### config.mk
export PLATFORM = sky130hd
export DESIGN_NAME = maple_tx
export DESIGN_NICKNAME = d
export VERILOG_FILES = /design/src/rtl/maple_tx.sv
export SDC_FILE = /design/constraint.sdc
export NUM_CORES = 1
export LEC_CHECK = 0
export BUFFER_PORTS_ARGS = -buffer_cell sky130_fd_sc_hd__buf_4
export CAP_MARGIN = 20
export CORE_MARGIN = 4
export CORE_UTILIZATION = 30
export DETAILED_ROUTE_END_ITERATION = 10
export PLACE_DENSITY = 0.53
export SKIP_LAST_GASP = 1
export SYNTH_ARGS = -nofsm -noshare
export SYNTH_HDL_FRONTEND = slang
export SYNTH_SLANG_ARGS = --single-unit
### constraint.sdc
create_clock -name clk -period 2.05 [get_ports clk]
set_input_delay 0.205 -clock clk [delete_from_list [all_inputs] [get_ports clk]]
set_output_delay 0.205 -clock clk [all_outputs]
set_load 0.02 [all_outputs]
### src/rtl/maple_tx.sv
// maple_tx: Maple bus frame transmitter with start/end patterns, alternating-phase bits and XOR checksum
module maple_tx #(
  parameter int DIV = 36
) (
  input  logic       clk,
  input  logic       reset,
  input  logic [7:0] in_data,
  input  logic       in_valid,
  input  logic       in_last,
  output logic       in_ready,
  output logic       pin1_out,
  output logic       pin5_out,
  output logic       oe,
  output logic       busy,
  output logic       done,
  output logic       underrun
);
  typedef enum logic [2:0] {IDLE, START, DATA, CRC, END, TAIL} state_t;
  state_t state;
  logic [7:0] step_cnt, shift, crc, hold, nxt_byte;
  logic [3:0] idx;
  logic half, phase, hold_valid, last_seen, acc, step_end, bnd, nb;
  assign acc = in_valid & in_ready;
  assign step_end = step_cnt == 8'(DIV - 1);
  assign bnd = state == DATA && step_end && half && idx == 4'd7;
  assign nxt_byte = hold_valid ? hold : acc ? in_data : crc;
  assign nb = idx == 4'd7 ? nxt_byte[7] : shift[6];
  always_ff @(posedge clk) begin
    if (reset) begin
      state <= IDLE;
      step_cnt <= '0;
      idx <= '0;
      half <= 1'b0;
      phase <= 1'b0;
      shift <= '0;
      crc <= '0;
      hold <= '0;
      hold_valid <= 1'b0;
      last_seen <= 1'b0;
      in_ready <= 1'b0;
      pin1_out <= 1'b1;
      pin5_out <= 1'b1;
      oe <= 1'b0;
      busy <= 1'b0;
      done <= 1'b0;
      underrun <= 1'b0;
    end else begin
      done <= 1'b0;
      step_cnt <= (state == IDLE || step_end) ? 8'd0 : step_cnt + 8'd1;
      if (acc && (state == START || state == DATA)) begin
        crc <= crc ^ in_data;
        last_seen <= in_last;
        in_ready <= 1'b0;
        if (!bnd) begin
          hold <= in_data;
          hold_valid <= 1'b1;
        end
      end
      case (state)
        IDLE: begin
          {oe, busy, pin1_out, pin5_out} <= 4'b0011;
          in_ready <= 1'b1;
          if (acc) begin
            state <= START;
            shift <= in_data;
            crc <= in_data;
            last_seen <= in_last;
            hold_valid <= 1'b0;
            underrun <= 1'b0;
            idx <= '0;
            half <= 1'b0;
            phase <= 1'b0;
            {oe, busy, pin1_out, pin5_out} <= 4'b1101;
            in_ready <= ~in_last;
          end
        end
        START: if (step_end) begin
          idx <= idx + 4'd1;
          {pin1_out, pin5_out} <= idx == 4'd8 ? 2'b11 : {1'b0, idx[0]};
          if (idx == 4'd9) begin
            state <= DATA;
            idx <= '0;
            {pin1_out, pin5_out} <= {1'b1, shift[7]};
          end
        end
        DATA, CRC: if (step_end) begin
          half <= ~half;
          if (!half) {pin1_out, pin5_out} <= phase ? {shift[7], 1'b0} : {1'b0, shift[7]};
          else begin
            phase <= ~phase;
            idx <= idx + 4'd1;
            shift <= {shift[6:0], 1'b0};
            {pin1_out, pin5_out} <= phase ? {1'b1, nb} : {nb, 1'b1};
            if (idx == 4'd7) begin
              idx <= '0;
              shift <= nxt_byte;
              if (state == CRC) begin
                state <= END;
                {pin1_out, pin5_out} <= 2'b10;
              end else if (hold_valid) begin
                hold_valid <= 1'b0;
                in_ready <= ~last_seen;
              end else if (acc) in_ready <= ~in_last;
              else begin
                state <= CRC;
                underrun <= ~last_seen;
                in_ready <= 1'b0;
              end
            end
          end
        end
        END: if (step_end) begin
          idx <= idx + 4'd1;
          {pin1_out, pin5_out} <= idx == 4'd4 ? 2'b11 : {idx[0], 1'b0};
          if (idx == 4'd5) begin
            state <= TAIL;
            {pin1_out, pin5_out} <= 2'b11;
          end
        end
        TAIL: begin
          if (step_cnt == 8'(DIV - 2)) done <= 1'b1;
          if (step_end) begin
            state <= IDLE;
            {oe, busy} <= 2'b00;
            in_ready <= 1'b1;
          end
        end
        default: state <= IDLE;
      endcase
    end
  end
endmodule

Word-level counts from Yosys, hierarchy flattened
Index checks and enable logic that the tools add are counted.
{ "totals": {"elab_cells": 167, "mem_count": 0, "out_inout_bits": 7, "latchBits": 0, "mem_bits_ro": 0, "in_bits": 12, "mem_bits_rw": 0, "register_bits": 49} }
{ "classes": {"n_shift": 0, "n_eq_ne": 26, "n_reduce_logical": 21, "n_lt_le_gt_ge": 0, "n_div": 0, "multipliers": 0, "n_addsub": 2, "bitwise_logic": 8, "muxes": 94} }
{ "op_table": {"columns": ["op", "count"], "rows": [
  ["$mux W8", 9],
  ["$mux W1", 51],
  ["$mux W3", 12],
  ["$mux W4", 7],
  ["$ne A2 B2 Y1 const B", 11],
  ["$eq A8 B6 Y1 const B", 2],
  ["$pmux W4 S4", 1],
  ["$pmux W8 S2", 1],
  ["$pmux W3 S5", 1],
  ["$eq A4 B3 Y1 const B", 3],
  ["$reduce_and A11 Y1", 1],
  ["$pmux W1 S2", 5],
  ["$add A8 B1 Y8 const B", 1],
  ["$eq A4 B4 Y1 const B", 2],
  ["$mux W2", 4],
  ["$pmux W1 S4", 2],
  ["$reduce_and A4 Y1", 2],
  ["$reduce_and A8 Y1", 1],
  ["$xor A8 B8 Y8", 1],
  ["$eq A3 B2 Y1 const B", 2],
  ["$eq A3 B3 Y1 const B", 2],
  ["$ne A3 B3 Y1 const B", 2],
  ["$not A1 Y1", 6],
  ["$reduce_and A6 Y1", 1],
  ["other kinds (13)", 21]
]} }

Logic depth before layout (Yosys ltp)
Gate-level depths: netlist of the first run.
{ "depth": {"ltp_word": 12, "depth_mapped": 9, "mapped_depth_nobuf": 8} }

Worst setup path before layout of the first run
No wires, ideal clock.
{ "synth_timing": {"path_type": "register -> register", "startpoint": "register in_ready", "endpoint": "register idx[3]", "t_arrival_ns": 1.813, "stages_incl_launch_ff": 9, "slack_ns": 0.163, "cell_sequence": "dfxtp_1 -> clkbuf_1 -> nand3b_1 -> or2_2 -> buf_2 -> a21boi_1 -> nor3_1 -> nand2_1 -> a31oi_1"} }
{ "synth_via": {"elab_chain_len": 3} }
{ "synth_rtl": {"columns": ["element", "line", "rtl"], "rows": [
  ["start, declared", "10", "output logic in_ready,"],
  ["start signal, assigned", "74", "in_ready <= ~in_last;"],
  ["start signal, assigned", "102", "in_ready <= ~last_seen;"],
  ["start signal, assigned", "103", "end else if (acc) in_ready <= ~in_last;"],
  ["$and A1 B1 Y1", "23", "assign acc = in_valid & in_ready;"],
  ["$ne A2 B2 Y1 (no line)", null, null],
  ["$reduce_and A6 Y1 (no line)", null, null],
  ["end signal, assigned", "78", "idx <= idx + 4'd1;"],
  ["end signal, assigned", "91", "idx <= idx + 4'd1;"],
  ["end signal, assigned", "113", "idx <= idx + 4'd1;"],
  ["end, declared", "21", "logic [3:0] idx;"]
]} }
Every way passes these cells.
A chain may end at the register's enable or synchronous reset.

Final worst setup path of the first run
{ "layout_timing": {"startpoint": "register state[0]", "endpoint": "register phase"} }
{ "layout_via": {"elab_chain_len": 4} }
{ "layout_rtl": {"columns": ["element", "line", "rtl"], "rows": [
  ["start, declared", "19", "state_t state;"],
  ["start signal, assigned", "30", "state <= IDLE;"],
  ["start signal, assigned", "64", "state <= START;"],
  ["start signal, assigned", "81", "state <= DATA;"],
  ["$eq A3 B2 Y1", "59", "case (state)"],
  ["$reduce_or A2 Y1", "59", null],
  ["$ne A2 B2 Y1 (no line) or $reduce_bool A2 Y1 (tied branches)", null, null],
  ["$reduce_and A4 Y1 (no line)", null, null],
  ["end signal, assigned", "90", "phase <= ~phase;"],
  ["end, declared", "22", "logic half, phase, hold_valid, last_seen, acc, step_end, bnd, nb;"]
]} }
Several ways; a longest one is shown, not always the timed one.

==> results.cfg, run 1 <==
[drt]
routedWlPerCell_um = 14.1
dr.pass1.iters = 5
avgViaCountPerCell = 5.03
drt_iter0_markers = 178
wl_um = 7480
drc = 0
num_vias = 2671
ant_nets = 0

[synth]
synth_xor_area_share_pct = 2.45
syn_area_mm2 = 0.00286
synth_fp_nets = 389
synth_top_family_by_area = compound AO/OA/AOI/OAI gates
synthAdderAreaFrac_pct = 2.53
yosysTopAreaCell = dfxtp_1
synth_area_per_cell_um2 = 7.70
postSynth.asyncResetShare_pct = 0
yosys.cell_types.count = 54
synth_simple_gate_area_share_pct = 23.1
synth_top_area_share_pct = 34.3
syn_inst = 372
yosysSeqAreaShare_pct = 34.3
synthMuxAreaShare_pct = 8.69
ys.flop_type = dfxtp_1
synth_edf_count = 0
synth-compound-area-share_pct = 23.1
ys_ff_latch = 49
synth_area_leaders = dfxtp_1, a21oi_1, nor2_1, mux2i_1, o21ai_0
ys_warn_count = 0

[die]
fp.coreArea_mm2 = 0.00928
num_io_pins = 19
die_h_um = 106
design.die.area_mm2 = 0.0112
fp.dieW_um = 106
initial_core_util_pct = 30.8
rows = 35

[finish]
nets = 418
final_cell_count_no_fill = 531
drive_gt1_share_pct = 18.7
diodes = 0
final_util_pct = 36.6
layout_common_cells = buf_4, dfxtp_1, nor2_1, a21oi_1, o21ai_0
layout_commonest_cell = buf_4
syn_to_final_growth_pct = 18.6

[critical_path]
cp-startpoint = state[0]
cp_data_arrival_time_ps = 2150
critPathLaunchType = register
crit_required_ps = 2280
crit_path_end = phase
reg2reg_depth = 7
crit_fanout = 9
timing.rr.end = phase
r2r-start = state[0]
r2r_slack_ps = 130
worstSetupPathType = reg2reg
end_kind = register

[global_routing]
grt_pass1_vias = 2561
grt_start_max_net_pins = 43
grt-ovfl-total = 0
antenna_found_initial = 0
grt_util_all_layers_pct = 13.5
grt_pass1_wl_um = 12700

[power_and_ir_drop]
p_leak_nw = 1.32
finalPower_mw = 2.11
power.density_mw_per_mm2 = 621
vdd_drop_max_uv = 334

[flow_run]
cap_viol_max_count = 0

[run_status]
status = complete, no violations

[clock_network]
clock-root-buffer = clkbuf_8
cts_tree = done
clk_path_buf_depth = 2
htreeDepth = 2
clk_pin_slew_worst_paths_ps = 100
cts_buffers = 5
clock_sinks = 49
worstSkewPairLatency_ps = 300

[timing]
rsz0062_at_grt = yes
fin_crit_ps = 1920
hold_viol = 0
worst_pin_slew_ps = 465
relSlewSlack_pct = 69.0
skew_ps = 11.1
fmax_ghz = 0.520
fin_hold_ws_ps = 156
setup_viol = 0
setup_tns_ps = 0
timing.final.crit_share_pct = 93.7
drv_slew = 0

[placed_design]
post-place-cells = 523
io_buffers = 18
place_congestion = 0.825
dp.final_hpwl_um = 5520

[min_path]
hold_path_class = in2reg
critical path: stages (launching register included):
cell     delay, ps
dfxtp_1        430
buf_4          200
or2_1          250
nor2_1         180
a31oi_1         70
or2_1          250
or3_1          350
a21oi_1        120
how the worst min path moves through the flow:
stage,from,endpoint,slack (ps),depth (start not counted)
finish,in_last,register,160,3
global route,in_last,register,150,3
CTS,in_last,register,140,3
detailed placement,shift[5],shift[5],450,2
global placement,shift[2],shift[2],450,2
floorplan,in_data[2],register,340,2
per-layer routing:
layer | vias up | global-route usage [%] | routed length (um)
li1 | 1382 | - | -
met1 | 1255 | 19.3 | 3830
met2 | 32 | 21.9 | 3400
met3 | 2 | 1.53 | 197
met4 | 0 | 3.05 | 55
met5 | - | 0 | 0
report_power, final:
part / switching [mW] / internal [mW] / leakage [nW]
combinational: 0.246 / 0.202 / 0.867
clock: 0.350 / 0.281 / 0.0518
sequential: 0.0361 / 0.993 / 0.398
cells in the mapped netlist, types with 2 or more instances:
library cell,instances
dfxtp_1,49
a21oi_1,46
nor2_1,46
o21ai_0,30
nand2_1,26
clkbuf_1,18
mux2i_1,17
nand3_1,13
a31oi_1,12
nor3_1,10
buf_2,7
mux2_2,7
o211ai_1,7
inv_1,6
nor2b_1,6
ha_1,5
nand2b_1,5
nand3b_1,5
xor2_1,5
and3_1,4
buf_1,3
or3_1,3
xnor2_1,3
a21o_1,2
a22oi_1,2
a311oi_1,2
buf_6,2
o221ai_1,2
o22ai_1,2
or2_1,2
or2_2,2
cell families (layout without fill, tap and decap cells):
group / Yosys count / count (layout)
and+or+nand+nor: 133 / 133
AOI/OAI and AO/OA: 114 / 114
DFF: 49 / 49
buffers and inverters: 38 / 68
muxes: 24 / 24
xor gates and xnor gates: 8 / 8
adders and majority gates: 6 / 6
metrics by stage:
step | instance area, um2 | setup slack [ps]
2_1_floorplan | 2860 | 163
3_3_place_gp | 3290 | 153
3_5_place_dp | 3290 | 135
4_1_cts | 3390 | 86.4
5_1_grt | 3400 | -8.65
6_report | 3400 | 128
layout make-up:
| class | count | area, um2 |
|---|---|---|
| Tap cell | 129 | 161 |
| Clock inverter | 2 | 17.5 |
| Fill cell | 996 | 5890 |
| Sequential cell | 49 | 981 |
| Clock buffer | 6 | 82.6 |
| Timing Repair Buffer | 53 | 398 |
| Multi-Input combinational cell | 285 | 1730 |
| Inverter | 7 | 26.3 |
what timing repair did:
action | CTS | global route
setup buffers | 0 | 0
hold buffers | 0 | 0
setup endpoints to repair | 0 | 5
gates resized for setup | 0 | 4
Power figures use the tool's default switching activity.
==> inputs of run 2 (changes only) <==
--- a/config.mk
+++ b/config.mk
@@ -5,10 +5,11 @@
 export SDC_FILE = /design/constraint.sdc
 export NUM_CORES = 1
 export LEC_CHECK = 0
-export BUFFER_PORTS_ARGS = -buffer_cell sky130_fd_sc_hd__buf_4
+export BUFFER_PORTS_ARGS = -buffer_cell sky130_fd_sc_hd__buf_2
 export CAP_MARGIN = 20
 export CORE_MARGIN = 4
 export CORE_UTILIZATION = 30
+export CTS_BUF_LIST = sky130_fd_sc_hd__clkbuf_8
 export DETAILED_ROUTE_END_ITERATION = 10
 export PLACE_DENSITY = 0.53
 export SKIP_LAST_GASP = 1
==> results.cfg, run 2 (synthesized netlist as in run 1, its figures left out) <==
[die]
initial_core_util_pct = 30.8
die_h_um = 106
num_io_pins = 19
fp.coreArea_mm2 = 0.00928
design.die.area_mm2 = 0.0112
rows = 35
fp.dieW_um = 106

[global_routing]
antenna_found_initial = 0
grt_start_max_net_pins = 28
grt_pass1_vias = 2548
grt-ovfl-total = 0
grt_util_all_layers_pct = 14.1
grt_pass1_wl_um = 13000

[timing]
worst_pin_slew_ps = 495
setup_viol = 0
fin_hold_ws_ps = 174
drv_slew = 0
setup_tns_ps = 0
fin_crit_ps = 1930
hold_viol = 0
relSlewSlack_pct = 67.0
fmax_ghz = 0.519
rsz0062_at_grt = yes
timing.final.crit_share_pct = 94.0
skew_ps = 9.58

[finish]
layout_commonest_cell = dfxtp_1
drive_gt1_share_pct = 18.7
nets = 412
syn_to_final_growth_pct = 16.1
num-fill-cells = 1014
layout_common_cells = dfxtp_1, nor2_1, a21oi_1
diodes = 0

[clock_network]
clock-root-buffer = clkbuf_8
clock_sinks = 49
worstSkewPairLatency_ps = 310
hold_buffers = 0
cts_tree = done
cts_buffers = 5
htreeDepth = 2
clk_path_buf_depth = 2
clk_pin_slew_worst_paths_ps = 100

[power_and_ir_drop]
vdd_drop_max_uv = 307
power.density_mw_per_mm2 = 634
p_leak_nw = 1.27

[critical_path]
cp_data_arrival_time_ps = 2160
worst-path-buf-inv = 0
crit_family = simple AND/OR/NAND/NOR gates
path_cells = or2_1, nor2_1, a31oi_1, or2_4, or3_1, a21oi_1
critPathLaunchType = register
crit_required_ps = 2280
max_stage_delay_ps = 430
crit_fanout = 10
end_kind = register
worstSetupPathType = reg2reg
cp_slowest_cell = dfxtp_1

[placed_design]
io_buffers = 18
place_congestion = 0.838
dp.final_hpwl_um = 5540

[min_path]
hold_path_class = in2reg

[drt]
dr.pass1.iters = 4
routedWlPerCell_um = 14.7
drt_iter0_markers = 134
avgViaCountPerCell = 5.19
num_vias = 2727
drc = 0
ant_nets = 0
wl_um = 7700

[run_status]
status = complete, no violations

[flow_run]
cap_viol_max_count = 0
[run 2: cell types whose count changed in the layout (fill, tap and decap cells not counted), moves of 2 or more]
cell     before  now
buf_2         0   18
buf_4        53   29
dfxtp_1      49   47
dfxtp_2       0    2
[run 2: final timing paths]
| check | from | to | slack (ps) | cells past startpoint |
|---|---|---|---|---|
| worst max register to register | state[1] | phase | 120 | 6 |
| worst min-delay path | in_last | register | 170 | 3 |
| worst max-delay path | state[1] | phase | 120 | 6 |
| worst min register to register | shift[2] | shift[2] | 460 | 2 |
[run 2: layout make-up]
class	instances	area, um2	share of cell area, %
Inverter	7	26.3	0.790
Sequential cell	49	983	29.6
Tap cell	129	161	4.85
Clock inverter	2	17.5	0.527
Multi-Input combinational cell	285	1750	52.5
Timing Repair Buffer	47	308	9.26
Clock buffer	6	82.6	2.48
[run 2: tightest hold or removal path, delay by kind of cell]
kind,cells,cell delay (ps)
buf+inv,1,120
simple gates,1,70
compound gates,1,60
[run 2: through the flow]
step	cells	setup slack, ps	instance area [um2]	total power, mW	utilization [%]
CTS	525	35.4	3300	2.13	35.5
detailed placement	517	87.2	3200	1.48	34.4
finish	525	122	3330	2.11	35.8
global route	525	-7.06	3330	2.23	35.8
global placement	517	116	3200	1.48	34.4
floorplan	372	163	2860	1.33	-
[run 2: timing repair]
item,4_1_cts,5_1_grt
setup endpoints to repair,0,14
buffers inserted,0,0
gates resized for setup,0,9
[run 2: routing by layer]
layer / global-route usage (%) / up-vias / wire (um) / share of wire, %
met4: 3.89 / 0 / 62 / 0.81
li1: - / 1374 / - / -
met1: 19.7 / 1310 / 3870 / 50
met2: 22.7 / 38 / 3590 / 47
met5: 0 / - / 0 / 0
met3: 2.02 / 5 / 185 / 2.4
[run 2: report_power, final]
part / switching, mW / internal, mW
logic: 0.248 / 0.188
registers: 0.0350 / 0.993
clock network: 0.364 / 0.281
total: 0.647 / 1.46
